**config.mk**
```make
export PLATFORM = sky130hd
export DESIGN_NAME = i2c_bus_filter_flat
export DESIGN_NICKNAME = d
export VERILOG_FILES = /design/src/rtl/i2c_bus_filter_if.sv /design/src/rtl/i2c_bus_filter.sv /design/src/flat_wrapper.sv
export SDC_FILE = /design/constraint.sdc
export NUM_CORES = 1
export LEC_CHECK = 0
export CAP_MARGIN = 20
export CORE_MARGIN = 1
export CORE_UTILIZATION = 43
export DETAILED_ROUTE_END_ITERATION = 16
export MAX_ROUTING_LAYER = met4
export PLACE_DENSITY_LB_ADDON = 0.3
export SLEW_MARGIN = 30
export SYNTH_ARGS = -nofsm -noshare
export SYNTH_HDL_FRONTEND = slang
export SYNTH_SLANG_ARGS = --single-unit
```
**constraint.sdc**
```tcl
create_clock -name wclk -period 2.1 [get_ports wclk]
set_input_delay 0.315 -clock wclk [delete_from_list [all_inputs] [get_ports wclk]]
set_output_delay 0.315 -clock wclk [all_outputs]
set_load 0.02 [all_outputs]
```
**src/rtl/i2c_bus_filter_if.sv**
```systemverilog
// Bus-side signal bundle for the I2C input conditioning stage.
// master drives the raw lines; slave is the filter producing clean levels.
interface i2c_bus_filter_if;
    logic scl_in;
    logic sda_in;
    logic scl_f;
    logic sda_f;
    logic scl_rise;
    logic scl_fall;
    logic start_det;
    logic stop_det;
    logic bus_busy;
    logic scl_tmo;

    modport master (
        output scl_in, sda_in,
        input  scl_f, sda_f, scl_rise, scl_fall,
        input  start_det, stop_det, bus_busy, scl_tmo
    );

    modport slave (
        input  scl_in, sda_in,
        output scl_f, sda_f, scl_rise, scl_fall,
        output start_det, stop_det, bus_busy, scl_tmo
    );
endinterface

```
**src/rtl/i2c_bus_filter.sv**
```systemverilog
// I2C bus input filter: sync, spike reject, edge/START/STOP strobes, busy.
// Optional SCL-low timeout built when I2C_BUS_FILTER_SCL_TMO_EN is defined.
module i2c_bus_filter #(
    parameter int FILT_W = 4,
    parameter int TMO_W  = 16
) (
    input  logic              wclk,
    input  logic              srst,
    input  logic [FILT_W-1:0] filt_len,
    input  logic [TMO_W-1:0]  tmo_len,
    i2c_bus_filter_if.slave   bus
);

    logic              scl_s1, scl_s2;
    logic              sda_s1, sda_s2;
    logic [FILT_W-1:0] scl_cnt, sda_cnt;
    logic              scl_fq, sda_fq;
    logic              scl_upd, sda_upd;
    logic              rise_q, fall_q;
    logic              start_q, stop_q;
    logic              busy_q;
    logic              tmo_q;
    logic              tmo_rise;
    logic              start_c, stop_c;

    assign scl_upd = (scl_s2 != scl_fq) && (scl_cnt >= filt_len);
    assign sda_upd = (sda_s2 != sda_fq) && (sda_cnt >= filt_len);

    // SDA change while SCL is stably high; a same-cycle SCL update masks it
    assign start_c = sda_upd & ~sda_s2 & scl_fq & ~scl_upd;
    assign stop_c  = sda_upd &  sda_s2 & scl_fq & ~scl_upd;

    // Two-flop synchronisers, idle-high
    always_ff @(posedge wclk) begin
        if (srst) begin
            scl_s1 <= 1'b1;
            scl_s2 <= 1'b1;
            sda_s1 <= 1'b1;
            sda_s2 <= 1'b1;
        end else begin
            scl_s1 <= bus.scl_in;
            scl_s2 <= scl_s1;
            sda_s1 <= bus.sda_in;
            sda_s2 <= sda_s1;
        end
    end

    // Spike filters: accept a new level once it outlasts filt_len cycles
    always_ff @(posedge wclk) begin
        if (srst) begin
            scl_cnt <= '0;
            scl_fq  <= 1'b1;
            sda_cnt <= '0;
            sda_fq  <= 1'b1;
        end else begin
            if (scl_s2 == scl_fq) begin
                scl_cnt <= '0;
            end else if (scl_upd) begin
                scl_fq  <= scl_s2;
                scl_cnt <= '0;
            end else begin
                scl_cnt <= scl_cnt + FILT_W'(1);
            end
            if (sda_s2 == sda_fq) begin
                sda_cnt <= '0;
            end else if (sda_upd) begin
                sda_fq  <= sda_s2;
                sda_cnt <= '0;
            end else begin
                sda_cnt <= sda_cnt + FILT_W'(1);
            end
        end
    end

    // Strobes and busy flag, aligned with the new filtered levels
    always_ff @(posedge wclk) begin
        if (srst) begin
            rise_q  <= 1'b0;
            fall_q  <= 1'b0;
            start_q <= 1'b0;
            stop_q  <= 1'b0;
            busy_q  <= 1'b0;
        end else begin
            rise_q  <= scl_upd &  scl_s2;
            fall_q  <= scl_upd & ~scl_s2;
            start_q <= start_c;
            stop_q  <= stop_c;
            if (start_c) begin
                busy_q <= 1'b1;
            end else if (stop_c || tmo_rise) begin
                busy_q <= 1'b0;
            end
        end
    end

`ifdef I2C_BUS_FILTER_SCL_TMO_EN
    logic [TMO_W-1:0] tmo_cnt;
    logic [TMO_W-1:0] tmo_nxt;
    logic             tmo_hit;

    assign tmo_nxt  = (&tmo_cnt) ? tmo_cnt : tmo_cnt + TMO_W'(1);
    assign tmo_hit  = ~scl_fq && (tmo_len != '0) && (tmo_nxt >= tmo_len);
    assign tmo_rise = tmo_hit & ~tmo_q & ~scl_upd;

    // Saturating SCL-low counter; flag holds until SCL is accepted high
    always_ff @(posedge wclk) begin
        if (srst) begin
            tmo_cnt <= '0;
            tmo_q   <= 1'b0;
        end else begin
            tmo_cnt <= scl_fq ? '0 : tmo_nxt;
            if (scl_fq || scl_upd || (tmo_len == '0)) begin
                tmo_q <= 1'b0;
            end else if (tmo_hit) begin
                tmo_q <= 1'b1;
            end
        end
    end
`else
    logic unused_tmo_len;

    assign unused_tmo_len = ^tmo_len;
    assign tmo_q          = 1'b0;
    assign tmo_rise       = 1'b0;
`endif

    assign bus.scl_f     = scl_fq;
    assign bus.sda_f     = sda_fq;
    assign bus.scl_rise  = rise_q;
    assign bus.scl_fall  = fall_q;
    assign bus.start_det = start_q;
    assign bus.stop_det  = stop_q;
    assign bus.bus_busy  = busy_q;
    assign bus.scl_tmo   = tmo_q;

endmodule

```
**src/flat_wrapper.sv**
```systemverilog
// flat-port wrapper written by rule: the top's interface ports become plain ports
module i2c_bus_filter_flat 
#(
    parameter int FILT_W = 4,
    parameter int TMO_W  = 16
)
  (wclk, srst, filt_len, tmo_len, bus_scl_in, bus_sda_in, bus_scl_f, bus_sda_f, bus_scl_rise, bus_scl_fall, bus_start_det, bus_stop_det, bus_bus_busy, bus_scl_tmo);
  i2c_bus_filter_if bus_i ();
  input  logic wclk;
  input  logic srst;
  input  logic [FILT_W-1:0] filt_len;
  input  logic [TMO_W-1:0] tmo_len;
  input wire logic [$bits(bus_i.scl_in)-1:0] bus_scl_in;
  input wire logic [$bits(bus_i.sda_in)-1:0] bus_sda_in;
  output wire logic [$bits(bus_i.scl_f)-1:0] bus_scl_f;
  output wire logic [$bits(bus_i.sda_f)-1:0] bus_sda_f;
  output wire logic [$bits(bus_i.scl_rise)-1:0] bus_scl_rise;
  output wire logic [$bits(bus_i.scl_fall)-1:0] bus_scl_fall;
  output wire logic [$bits(bus_i.start_det)-1:0] bus_start_det;
  output wire logic [$bits(bus_i.stop_det)-1:0] bus_stop_det;
  output wire logic [$bits(bus_i.bus_busy)-1:0] bus_bus_busy;
  output wire logic [$bits(bus_i.scl_tmo)-1:0] bus_scl_tmo;
  assign bus_i.scl_in = bus_scl_in;
  assign bus_i.sda_in = bus_sda_in;
  assign bus_scl_f = bus_i.scl_f;
  assign bus_sda_f = bus_i.sda_f;
  assign bus_scl_rise = bus_i.scl_rise;
  assign bus_scl_fall = bus_i.scl_fall;
  assign bus_start_det = bus_i.start_det;
  assign bus_stop_det = bus_i.stop_det;
  assign bus_bus_busy = bus_i.bus_busy;
  assign bus_scl_tmo = bus_i.scl_tmo;
  i2c_bus_filter #(.FILT_W(FILT_W), .TMO_W(TMO_W)) u_core (.wclk(wclk), .srst(srst), .filt_len(filt_len), .tmo_len(tmo_len), .bus(bus_i));
endmodule
```
==> flow_summary_export.csv <==
group,metric,value,unit
routing,drc,0,
timing,hold_viol_final,0,
logic_synthesis,synth_top_area_cell,"dfxtp_1",
finish,final_nets,144,
placement,dpl.hpwl,1.06,mm
placement,io_buffers,14,
worst_hold_path,hold_path.class,"reg2reg",
placement,dp.cells,132,
routing,dr.first_iter.drc_count,10,
global_routing,met1_usage,17.5,%
floorplan,die_h,47.3,um
clock_network,clock_latency,290,ps
clock_network,clkSinkCount,19,
clock_network,clk_path_buf_depth,2,
pwr,internal-power,0.484,mW
logic_synthesis,synth.top_cell.area_share,43.1,%
clock_network,numCtsBuffers,3,
worst_setup_path,crit_fanout,3,
floorplan,coreArea,1940,um^2
timing,min_period,1810,ps
timing,maxSlewViolCount,0,
logic_synthesis,syn_nets,125,
floorplan,initial_core_util,45.5,%
finish,final_common_cell,"dfxtp_1",
worst_setup_path,startpoint_type,"input pin",
routing,dr.pass1.iters,4,
global_routing,grt_pass1_wl,2.17,mm
clock_network,cts_setup_buffers,0,
placement,gp_congestion,0.726,
finish,areaGrowthSynthToFinish,23.1,%
pwr,seq_power_share,60.1,%
clock_network,cts_tree,"yes",
timing,finClkSkew,2.02,ps
routing,routed_via_density,4.63,
pwr,switching_share,22.5,%
global_routing,grt_max_degree,13,
floorplan,die_area,2240,um^2
global_routing,grtUsageMet3,2.69,%
finish,stdcell_count,136,
timing,finalSetupViolCount,0,
status,status,"finished clean",
global_routing,track_usage,14.5,%
finish,nFillCells,188,
pwr,leakage,0.471,nW
logic_synthesis,ys_seq_area_share,43.1,%
pwr,power.net_switching,0.141,mW
routing,drt-total-wl,1.37,mm
global_routing,busiest_layer,"met2",
logic_synthesis,netlist_instances,91,
pwr,pwr-share-clk,28.0,%
logic_synthesis,synth_cell_types,27,
logic_synthesis,ys_ff_latch,19,
worst_setup_path,required,2330,ps
pwr,power,0.625,mW
clock_network,cts_root_buf,"clkbuf_4",
clock_network,cts_hold_buf,0,
global_routing,grt_pass1_vias,540,
logic_synthesis,ys_top_cells_by_area,"dfxtp_1 (43%), ha_1 (14%), inv_1 (5.1%)",
worst_setup_path,max_stage_delay,430,ps
global_routing,grt_use_met2,22.2,%
job,maxCapViolations,0,
timing,fin_crit_sh,86.2,%
clock_network,clkSlewWorstSetupHoldPaths,100,ps
timing,fin_tns_setup,0,ps
timing,rsz0062_at_grt,"no",
global_routing,overflow,0,
finish,antenna_cells,0,
routing,avgRoutedWirePerCell,10.0,um
logic_synthesis,synth_area_per_cell,9.71,um^2
global_routing,antenna_found_initial,0,
floorplan,io_pins,32,
logic_synthesis,yosys_warnings,0,
clock_network,htreeDepth,1,
worst_setup_path,critPathArrivalTime,2040,ps
worst_setup_path,cp_slowest_cell,"clkdlybuf4s50_1",
pwr,powerDensity,575,nW/um^2
floorplan,num_rows,16,
pwr,p_comb_share,11.9,%
routing,ant_nets,0,
routing,num_vias,629,
logic_synthesis,syn_area,883,um^2
worst_setup_path,critical_path_class,"in2reg",
timing,fmax,0.553,GHz
finish,largestRegisters,"u_core.scl_cnt x4, u_core.sda_cnt x4",
worst_setup_path,end_kind,"flip-flop",
finish,drive_gt1_share,11.0,%
worst_setup_path,crit_chain,"clkdlybuf4s50_1 > ha_1 > nand2b_4 > a2111oi_4 > a21oi_2 > a311o_1 > nand3_1",
clock_network,ctsResizeCount,0,
pwr,ir_worst_vdd,0.000364,V
finish,utilization,56.0,%
floorplan,chipWidth,47.3,um
finish,layout_common_cells,"dfxtp_1 (19), clkdlybuf4s50_1 (14), inv_1 (12), nor2_1 (10), ha_1 (10)",
[power by group through the flow]
| stage | Clock (mW) | Combinational, mW | Sequential [mW] |
|---|---|---|---|
| 3_3_place_gp | 0 | 0.0733 | 0.384 |
| 3_5_place_dp | 0 | 0.0750 | 0.384 |
| 5_1_grt | 0.196 | 0.0834 | 0.377 |
| 6_report | 0.175 | 0.0745 | 0.375 |
| 4_1_cts | 0.184 | 0.0755 | 0.376 |
| 2_1_floorplan | 0 | 0.0420 | 0.387 |
[kinds of logic (layout without fill, tap and decap cells)]
| kind of cell | after synthesis | after routing | share of synthesized area (%) |
|---|---|---|---|
| flip-flops | 19 | 19 | 43.1 |
| XOR/XNOR | 5 | 5 | 4.96 |
| buffers and inverters | 14 | 32 | 6.37 |
| AND/OR/NAND/NOR | 30 | 30 | 17.8 |
| other | 1 | 1 | 0.425 |
| adder cells (fa/ha/maj) | 10 | 10 | 14.2 |
| AO/OA/AOI/OAI | 10 | 10 | 10.9 |
| multiplexers | 2 | 2 | 2.27 |
[per-stage QoR]
stage	hold WS, ps	cell area (um^2)	worst slack, ps
2_1_floorplan	389	883	418
3_3_place_gp	393	1060	0.411
3_5_place_dp	398	1060	-22.4
4_1_cts	423	1090	284
5_1_grt	442	1090	229
6_report	419	1090	290
[routing by layer]
layer | part of all wire [%] | vias to the layer above | wire, um
li1 | - | 336 | -
met1 | 48 | 276 | 660
met2 | 45 | 13 | 613
met3 | 4.8 | 4 | 65
met4 | 1.8 | 0 | 25
met5 | 0 | - | 0
[worst paths after layout]
path / from / end / slack, ps / cells past startpoint
setup / recovery: filt_len[0] / u_core.bus.bus_busy / 290 / 7
setup reg to reg: u_core.sda_cnt[0] / u_core.bus.bus_busy / 350 / 7
hold / removal: u_core.sda_s1 / u_core.sda_s2 / 420 / 1
hold reg to reg: u_core.sda_s1 / u_core.sda_s2 / 420 / 1
[final cells by class]
type	instances	area (um^2)	area share (%)
Multi-Input combinational cell	58	447	41.1
Sequential cell	19	380	35.0
Timing Repair Buffer	16	155	14.3
Inverter	12	45.0	4.14
Tap cell	27	33.8	3.11
Clock buffer	4	26.3	2.42
[critical path, delay by kind of cell]
kind / cells / cell delay, ps
AND/OR/NAND/NOR: 2 / 200
buffers and inverters: 1 / 430
adder cells (fa/ha/maj): 1 / 300
AO/OA/AOI/OAI: 3 / 790
[cells in the mapped netlist, drive strengths merged]
cell type,count
conb,1
or2,4
nor2,10
xor2,2
clkbuf,1
inv,12
o21ai,2
nand2b,2
nand4,1
mux2i,2
a21oi,1
xnor2,3
and3,1
buf,1
nand3,4
nor3,2
nor4b,2
a21o,1
a311o,1
a211o,2
a2111oi,1
o21a,1
nand2,4
ha,10
o211ai,1
dfxtp,19
Note: power is estimated with default switching activity, not from simulation.
